==> src/rtl/fetch_pc_unit_pkg.sv <==
// fetch_pc_unit_pkg: shared exception codes and default address map for the fetch stage
package fetch_pc_unit_pkg;
  localparam logic [4:0] EXC_NONE = 5'd0;
  localparam logic [4:0] EXC_ADEL = 5'd4;
  localparam logic [31:0] RESET_PC_DEF = 32'h0000_3000;
  localparam logic [31:0] HANDLER_PC_DEF = 32'h0000_4180;
  localparam logic [31:0] IM_LO_DEF = 32'h0000_3000;
  localparam logic [31:0] IM_HI_DEF = 32'h0000_6FFF;
endpackage

==> src/rtl/fetch_addr_check.sv <==
// fetch_addr_check: word alignment plus inclusive unsigned range check
// ports: pc (address under test), fault (1 = misaligned or outside [LO, HI])
module fetch_addr_check #(
  parameter logic [31:0] LO = 32'h0000_3000,
  parameter logic [31:0] HI = 32'h0000_6FFF
) (
  input  logic [31:0] pc,
  output logic        fault
);
  assign fault = (pc[1:0] != 2'b00) || (pc < LO) || (pc > HI);
endmodule

==> src/rtl/fetch_pc_unit.sv <==
// fetch_pc_unit: fetch PC register, next-PC arbitration and the F-stage output bundle
// ports: clk/reset; Req, WrEn, D_eret/EPC, D_BranchTaken/D_BranchTarget redirect the PC;
// i_inst_addr/i_inst_rdata talk to instruction memory; F_* feed the F/D register
module fetch_pc_unit
  import fetch_pc_unit_pkg::*;
#(
  parameter logic [31:0] RESET_PC = RESET_PC_DEF,
  parameter logic [31:0] HANDLER_PC = HANDLER_PC_DEF,
  parameter logic [31:0] IM_LO = IM_LO_DEF,
  parameter logic [31:0] IM_HI = IM_HI_DEF
) (
  input  logic        clk,
  input  logic        reset,
  input  logic        Req,
  input  logic        WrEn,
  input  logic        D_eret,
  input  logic [31:0] EPC,
  input  logic        D_BranchTaken,
  input  logic [31:0] D_BranchTarget,
  input  logic        D_IsBranchJump,
  output logic [31:0] i_inst_addr,
  input  logic [31:0] i_inst_rdata,
  output logic [31:0] F_PC,
  output logic [31:0] F_Instr,
  output logic        F_DelaySlot,
  output logic [4:0]  F_EXCCode
);
  logic [31:0] pc;
  logic fault;
  // Req outranks the stall so interrupts are taken even while the pipe is frozen
  always_ff @(posedge clk) begin
    if (reset) pc <= RESET_PC;
    else if (Req) pc <= HANDLER_PC;
    else if (WrEn) pc <= D_eret ? EPC : D_BranchTaken ? D_BranchTarget : pc + 32'd4;
  end
  fetch_addr_check #(.LO(IM_LO), .HI(IM_HI)) u_chk (.pc(pc), .fault(fault));
  // address still goes out on a fault; the returned word is masked to a nop
  assign i_inst_addr = pc;
  assign F_PC = pc;
  assign F_Instr = fault ? 32'd0 : i_inst_rdata;
  assign F_EXCCode = fault ? EXC_ADEL : EXC_NONE;
  assign F_DelaySlot = D_IsBranchJump;
endmodule

==> config.mk <==
export PLATFORM = sky130hd
export DESIGN_NAME = fetch_pc_unit
export DESIGN_NICKNAME = d
export VERILOG_FILES = /design/src/rtl/fetch_pc_unit_pkg.sv /design/src/rtl/fetch_addr_check.sv /design/src/rtl/fetch_pc_unit.sv
export SDC_FILE = /design/constraint.sdc
export NUM_CORES = 1
export LEC_CHECK = 0
export ABC_AREA = 1
export BUFFER_PORTS_ARGS = -buffer_cell sky130_fd_sc_hd__clkbuf_2
export CORE_MARGIN = 4
export CORE_UTILIZATION = 43
export DETAILED_ROUTE_END_ITERATION = 10
export GPL_TIMING_DRIVEN = 1
export HOLD_SLACK_MARGIN = 0.08
export PLACE_DENSITY_LB_ADDON = 0.15
export SLEW_MARGIN = 20
export SYNTH_ARGS = -nofsm -noshare
export SYNTH_HDL_FRONTEND = slang
export SYNTH_SLANG_ARGS = --single-unit
==> constraint.sdc <==
create_clock -name clk -period 1.8 [get_ports clk]
set_clock_uncertainty 0.05 [all_clocks]
set_input_delay 0.18 -clock clk [delete_from_list [all_inputs] [get_ports clk]]
set_output_delay 0.18 -clock clk [all_outputs]
set_load 0.005 [all_outputs]
Yosys cells after proc, flatten, opt, wreduce, memory -nomap -nowiden
Index checks and enable logic that the tools add are counted.

word-level totals
  bits in registers = 32
  bits in latches = 0
  RAM bits = 0
  ROM bits = 0
  output and inout port bits = 102
  word-level logic and storage cells = 16
  memories kept = 0

cells by class
  $add $sub $neg = 1
  multipliers = 0
  divide/modulo/power cells = 0
  order comparisons = 2
  equal/unequal tests = 0
  shift operators = 0
  multiplexer cells = 6
  bitwise gates (word level) = 0
  reductions and logical operators = 5

operator list
  operator                                                          count
  two-way mux 32 bit                                                3
  adder 32 x 3 -> 32 bit (second input constant)                    1
  greater-than comparator 32 x 15 -> 1 bit (second input constant)  1
  < comparator 32 x 14 -> 1 bit (second input constant)             1
  two-way mux 15 bit                                                2
  nonzero test 2 bit                                                2
  two-way mux 3 bit                                                 1
  logical OR 1 bit                                                  2
  OR reduction 2 bit                                                1

Logic depth before layout (Yosys ltp)
Gate-level depths: netlist of run 1.

  word-level depth = 5
  gate-level depth with buffers = 10
  depth with buffers taken out = 10

Modules after synthesis
Synthesis of run 1 repeated with hierarchy kept, for this count alone.

unflattened totals
  cells, all modules = 520
  area total of the unflattened synthesis = 3024.2 um2

by module, submodules not included
  module            instances  cells an instance  area an instance (um2)  sequential area each (um2)
  fetch_pc_unit     1          496                2931.6                  640.6
  fetch_addr_check  1          24                 92.6                    0.0

Worst setup path before layout of run 1
OpenSTA, ideal clock, no wires.

  kind = flip-flop to output port
  start = reg pc[13] (netlist: F_PC[13])
  end = out F_EXCCode[2]
  arrival = 1.266 ns
  required time = 1.570 ns
  setup slack = 0.304 ns
  stages on the path, launching flop included = 6
  path buffers = 2
  cells stage by stage = dfxtp_1 nand2_2 a21oi_1 o2111ai_2 buf_6 buf_4

between the ends
  cells in the longest elaborated chain, start to end = 4
  elaborated cells between the ends (all ways) = 5
  those cells by class = 2 x order compare; 1 x mux; 2 x reduce/logical

RTL lines
  item                           RTL line                RTL
  from (decl)                    fetch_pc_unit.sv:28     logic [31:0] pc;
  from (signal assigned)         fetch_pc_unit.sv:34     else if (WrEn) pc <= D_eret ? EPC : D_BranchTaken ? D_BranchTarget : pc + 32'd4;
  < comparator 32 x 14 -> 1 bit  fetch_addr_check.sv:10  assign fault = (pc[1:0] != 2'b00) || (pc < LO) || (pc > HI);
  logical OR 1 bit               fetch_addr_check.sv:10
  logical OR 1 bit *             fetch_addr_check.sv:10
  via fault                      fetch_pc_unit.sv:29     logic fault;
  two-way mux 3 bit *            fetch_pc_unit.sv:41     assign F_EXCCode = fault ? EXC_ADEL : EXC_NONE;
  to (decl)                      fetch_pc_unit.sv:26     output logic [4:0] F_EXCCode

Mark *: on every way through the listed nets, which the timed path passes. The rest lies on a longest branch.

==> results.json, run 1 <==
{
  "met1Wirelength_mm": 4.83,
  "cp.required_ns": 1.57,
  "leakage_uw": 0.00223,
  "max_freq_mhz": 521,
  "synth_cell_type_count": 36,
  "ir_drop_mv": 0.317,
  "die_w_um": 93.4,
  "hold_viol": 0,
  "crit_cells": 7,
  "initial_core_util_pct": 45.1,
  "period_share_pct": 107,
  "placed_area_sq_um": 4140,
  "arrival_ns": 1.69,
  "fin_crit_ns": 1.92,
  "wl_per_cell_um": 14.3,
  "via_per_inst": 4.88,
  "max-cap-violations": 0,
  "dr_wl_met2_mm": 5.51,
  "dr.pass1.iters": 4,
  "num_rows": 30,
  "ys_warn_count": 0,
  "vias": 3884,
  "drt-total-wl_mm": 11.4,
  "cts.path.max_buffers": 2,
  "fp.dieH_um": 93.4,
  "cts_setup_buffers": 0,
  "ys_seq_area_share_pct": 20.4,
  "ys_ff_latch": 32,
  "largest_reg_flops": 30,
  "path_buf_inv": 2,
  "r2r_cells": 8,
  "detail-route-antenna-nets": 0,
  "start_kind": "flop",
  "fin_nets": 804,
  "slowest_stage": "dfxtp_2",
  "endpoint": "F_Instr[9]",
  "grt-ovfl-total": 0,
  "final_core_util_pct": 61.9,
  "port_buffers": 198,
  "crit_chain": "nor2_4, nand2_2, nor4_4, o2111ai_4, buf_12, nor2_2, clkbuf_2",
  "cts.sinks": 32,
  "syn_area_per_cell_sq_um": 6.12,
  "root_buffer": "clkbuf_8",
  "crit_type": "reg2out",
  "rsz0062_at_grt": "yes",
  "gp_congestion": 0.950,
  "grt_pass1_vias": 3660,
  "grt_max_degree": 34,
  "grt_use_total_pct": 25.5,
  "pin_count": 205,
  "grt_pass1_wl_mm": 17.8,
  "violations": "setup timing",
  "dpl.hpwl_mm": 9.38,
  "path_clk_slew_ns": 0.07,
  "path_max_fanout": 33,
  "grt_antenna_before_repair": 0,
  "drive_above_1_share_pct": 44.0,
  "drtIter0Drc": 196,
  "core_area_sq_um": 6940,
  "route.met3.wl_um": 852,
  "htreeDepth": 2,
  "cp_top_family": "simple AND/OR/NAND/NOR gates",
  "clkLatencyLatePin_ns": 0.29,
  "post-route-drc-count": 0,
  "status": "finished with violations",
  "rr_startpoint": "F_PC[3]",
  "cp-end-kind": "output port",
  "fin_ws_ns": -0.120,
  "p_per_area_nw_per_um2": 460,
  "r2r-end": "F_PC[18]",
  "fin_tns_setup_ns": -3.38,
  "stdcell_area_sq_um": 4300,
  "reg2reg_slack_ns": 0.18,
  "cts_buffers": 5,
  "hp-class": "in2reg",
  "cpPeakStageDelay_ns": 0.35,
  "fill_cells": 710,
  "setup_viol": 33,
  "max-slew-margin-rel_pct": 64.9,
  "syn2layout_area_growth_pct": 37.1,
  "syn_area_sq_um": 3130,
  "worstMarginPinSlew_ns": 0.526,
  "syn_inst": 512,
  "slew_viol_final": 0,
  "n_antenna_cell": 0,
  "cts_tree": "yes",
  "die-area_sq_um": 8720,
  "top_layer": "met4"
}
cell usage in the layout, fill, tap and decap left out, types with 2 or more instances in the layout:
master,n
nand3_1,30
nand2_2,7
nand4_1,2
a31oi_1,3
nor2_1,45
clkbuf_2,198
o221a_2,2
dlygate4sd3_1,3
inv_2,3
dfxtp_1,26
nand2_1,119
a221oi_1,19
buf_4,32
nor3_1,2
o211ai_1,4
nor2_4,9
inv_1,64
conb_1,4
nor2_2,34
or2_2,4
clkbuf_8,5
xor2_1,5
o21ai_0,26
dfxtp_2,6
nand2_4,2
a41oi_1,2
a21oi_1,32
area by class of cell:
type | instances | area (sq um) | area share, %
Clock buffer | 6 | 72.6 | 1.69
Sequential cell | 32 | 648 | 15.1
Multi-Input combinational cell | 360 | 1920 | 44.6
Tap cell | 96 | 120 | 2.80
Timing Repair Buffer | 234 | 1280 | 29.8
Clock inverter | 1 | 5.00 | 0.117
Inverter | 67 | 251 | 5.85
worst min path at each step:
stage | startpoint | end | slack, ns | cells after the start
floorplan | reset | F_PC[14] | 0.20 | 1
CTS | D_BranchTarget[6] | F_PC[6] | 0.08 | 3
finish | EPC[10] | F_PC[10] | 0.08 | 3
global placement | D_IsBranchJump | F_DelaySlot | 0.31 | 0
detailed placement | D_IsBranchJump | F_DelaySlot | 0.31 | 0
global route | D_BranchTarget[5] | F_PC[5] | 0.11 | 3
cells in the mapped netlist (all sizes together):
library cell  count  area share [%]
o221ai            1            0.28
dfxtp            32              20
o221a             2            0.72
a31oi             3            0.60
o2111ai           1            0.48
nor3              2            0.32
inv              67             8.0
nor2             88              15
a211oi            1            0.24
o211ai            4            0.96
xor2              5             1.4
a21oi            33             5.4
xnor2             1            0.28
buf              48              11
or2               4            0.80
nand4             2            0.40
nand3            31             5.1
ha                1            0.40
nor4              1            0.40
nand2           128              16
conb              1            0.12
o21bai            1            0.24
a221oi           19             5.3
a41oi             2            0.56
clkbuf            8            0.96
o21ai            26             4.2
repair_timing:
item,in CTS,in global routing
hold endpoints to repair,3,0
resized for setup,7,8
endpoints found under the setup margin,33,37
gates cloned,0,0
hold buffers,3,0
tightest hold or removal path: stages:
cell and delay [ns]:
clkbuf_2 0.08, nand2_1 0.05, a31oi_1 0.07
power by group:
| part | switching (uW) | internal (uW) |
|---|---|---|
| logic | 347 | 300 |
| registers | 35.1 | 743 |
| clock network | 287 | 263 |
| total | 669 | 1310 |
routing by layer:
layer	vias up	GRT usage, %
met5	-	0
met3	15	4.02
met4	0	6.96
met2	153	43.8
li1	1987	-
met1	1729	33.0
stage by stage:
stage / hold WS (ns) / worst slack, ns / total power [uW] / cells
after floorplan: 0.199 / 0.304 / 1140 / 515
after global placement: 0.310 / 0.0582 / 1410 / 786
after detailed placement: 0.310 / 0.0540 / 1430 / 786
after CTS: 0.0807 / -0.143 / 1980 / 796
after global routing: 0.108 / -0.219 / 2080 / 796
final: 0.0825 / -0.120 / 1970 / 796
cells by family (layout without fill, tap and decap cells):
kind of cell               Yosys count  after routing  synth area share [%]
AOI/OAI and AO/OA                   93             93                  18.9
other                                1              4                 0.120
buffers and inverters              123            308                  20.2
xor gates and xnor gates             6              6                  1.68
DFF                                 32             32                  20.4
and+or+nand+nor                    256            256                  38.2
adders and majority gates            1              1                 0.399
Note: power is estimated with default switching activity, not from simulation.
==> inputs of run 2 (changes only) <==
==> constraint.sdc (replaced) <==
create_clock -name clk -period 1.8 [get_ports clk]
set_clock_uncertainty 0.05 [all_clocks]
set_input_delay 0.09 -clock clk [delete_from_list [all_inputs] [get_ports clk]]
set_output_delay 0.09 -clock clk [all_outputs]
set_load 0.005 [all_outputs]
==> run 2 against run 1 <==
Net effect: the run still ends with setup timing left; sequential power grew 1%; utilization grew 6.6 points; sequential cell count is the same; final area grew 11%; global-route usage grew 1.4 points; clock power grew 29%; die area is the same; hold slack lost 0.0091 ns; first-iteration DRC count shrank 6.1%; sequential share of layout area shrank 0.86 points; final cell count grew 3.4%; largest power group unchanged; critical path type unchanged.
==> results.json, run 2 (synthesized netlist as in run 1, its figures left out) <==
{
  "grt_pass1_vias": 3841,
  "dr_wl_met2_mm": 6.29,
  "worst_hold_startpoint": "EPC[11]",
  "final_core_util_pct": 68.5,
  "port_buffers": 198,
  "cp.required_ns": 1.66,
  "cts.path.max_buffers": 2,
  "max-cap-violations": 0,
  "met1Wirelength_mm": 5.11,
  "layout_common_cells": "clkbuf_2 (170), nand2_1 (119), inv_1 (60)",
  "clkLatencyLatePin_ns": 0.29,
  "drtIter0Drc": 184,
  "start_kind": "flop",
  "initial_core_util_pct": 45.1,
  "core_area_sq_um": 6940,
  "fp.dieH_um": 93.4,
  "p_per_area_nw_per_um2": 471,
  "grt-ovfl-total": 0,
  "drt-total-wl_mm": 12.5,
  "hold_ws_ns": 0.0734,
  "hold_viol": 0,
  "top_layer": "met4",
  "post-route-drc-count": 0,
  "period_share_pct": 102,
  "grt_pass1_wl_mm": 18.7,
  "vias": 4175,
  "p_switching_uw": 724,
  "post-place-ws_ns": 0.0633,
  "status": "finished with violations",
  "r2r_cells": 6,
  "path_clk_slew_ns": 0.08,
  "ir_drop_mv": 0.289,
  "via_per_inst": 5.07,
  "fin_ws_ns": -0.0346,
  "die-area_sq_um": 8720,
  "n_antenna_cell": 0,
  "seqPwrFrac_pct": 35.1,
  "hp-class": "in2reg",
  "cts_buffers": 5,
  "detail-route-antenna-nets": 0,
  "leakage_uw": 0.00242,
  "cp-end-kind": "output port",
  "fin_nets": 830,
  "dr.pass1.iters": 5,
  "rr_startpoint": "F_PC[4]",
  "htreeDepth": 2,
  "dpl.hpwl_mm": 9.15,
  "reg2reg_slack_ns": 0.09,
  "route.met3.wl_um": 853,
  "path_max_fanout": 16,
  "worstMarginPinSlew_ns": 0.519,
  "rsz0062_at_grt": "yes",
  "root_buffer": "clkbuf_8",
  "arrival_ns": 1.69,
  "crit_type": "reg2out",
  "hold_depth": 3,
  "clkPwrFrac_pct": 31.6,
  "violations": "setup timing",
  "gp_congestion": 0.904,
  "power_uw": 2240,
  "grt_max_degree": 37,
  "grt_antenna_before_repair": 0,
  "switching_share_pct": 32.3,
  "final_common_cell": "clkbuf_2",
  "crit_start": "F_PC[23]",
  "syn2layout_area_growth_pct": 51.8,
  "pin_count": 205,
  "fin_crit_ns": 1.83,
  "cts.sinks": 32,
  "cts_tree": "yes",
  "die_w_um": 93.4,
  "slew_viol_final": 0,
  "max_freq_mhz": 545,
  "num_rows": 30,
  "setup_viol": 24,
  "wl_per_cell_um": 15.2,
  "max-slew-margin-rel_pct": 65.4,
  "drive_above_1_share_pct": 44.2,
  "grt_use_total_pct": 26.9,
  "p_int_uw": 1520,
  "power_frac_comb_pct": 33.3,
  "largest_reg_flops": 30
}
==> run 2: changes by cell type in the layout (fill, tap and decap cells not counted), moves of 2 or more <==
cell,previous run,this run
clkbuf_16,0,2
nor2_2,34,30
clkbuf_2,198,170
inv_2,3,7
inv_1,64,60
dfxtp_1,26,17
dfxtp_4,0,7
dfxtp_2,6,8
buf_4,32,21
nor2_4,9,18
dlygate4sd3_1,3,37
buf_2,0,28
nor2_1,45,40
==> run 2: through the flow <==
| step | instances | TNS, ns | area, sq um |
|---|---|---|---|
| global placement | 772 | 0 | 4040 |
| finish | 823 | -0.378 | 4760 |
| detailed placement | 772 | 0 | 4040 |
| global route | 823 | -2.55 | 4760 |
| floorplan | 515 | 0 | 3140 |
| CTS | 817 | 0 | 4550 |
==> run 2: final timing paths <==
kind | to
worst min register to register | flop
worst min-delay path | F_PC[11]
worst max-delay path | F_Instr[8]
worst max register to register | F_PC[5]
==> run 2: layout make-up <==
type | count | area, sq um
clock buffer | 6 | 72.6
fill | 629 | 2190
inverter | 67 | 251
sequential | 32 | 677
tap | 96 | 120
multi-input combinational | 360 | 2000
timing repair buffer | 260 | 1600
clock inverter | 2 | 35.0
==> run 2: repair_timing <==
| action | 4_1_cts | 5_1_grt |
|---|---|---|
| gates resized for setup | 11 | 72 |
| buffers inserted | 0 | 4 |
| setup endpoints to repair | 33 | 40 |
| cloned | 0 | 2 |
| hold endpoints to repair | 26 | 0 |
| hold buffers | 37 | 0 |
| pin swaps | 0 | 1 |
==> run 2: per-layer routing <==
metal  global-route usage, %  vias to the layer above
met3                    4.18                       19
met1                    33.2                     1936
li1                        -                     2042
met2                    47.9                      178
met4                    7.57                        0
met5                       0                        -
==> run 2: power groups by stage <==
stage | combinational, uW | sequential [uW] | clock [uW]
4_1_cts | 681 | 794 | 712
2_1_floorplan | 335 | 808 | 0
3_3_place_gp | 587 | 805 | 0
3_5_place_dp | 599 | 806 | 0
5_1_grt | 814 | 794 | 737
6_report | 746 | 788 | 708
==> run 2: critical path: stages, from the launching register on <==
cell and delay (ns):
dfxtp_4 0.38, inv_1 0.09, nand3_2 0.11, a21oi_4 0.16, o2111ai_4 0.21, clkbuf_16 0.25, nor2_2 0.09, buf_2 0.12
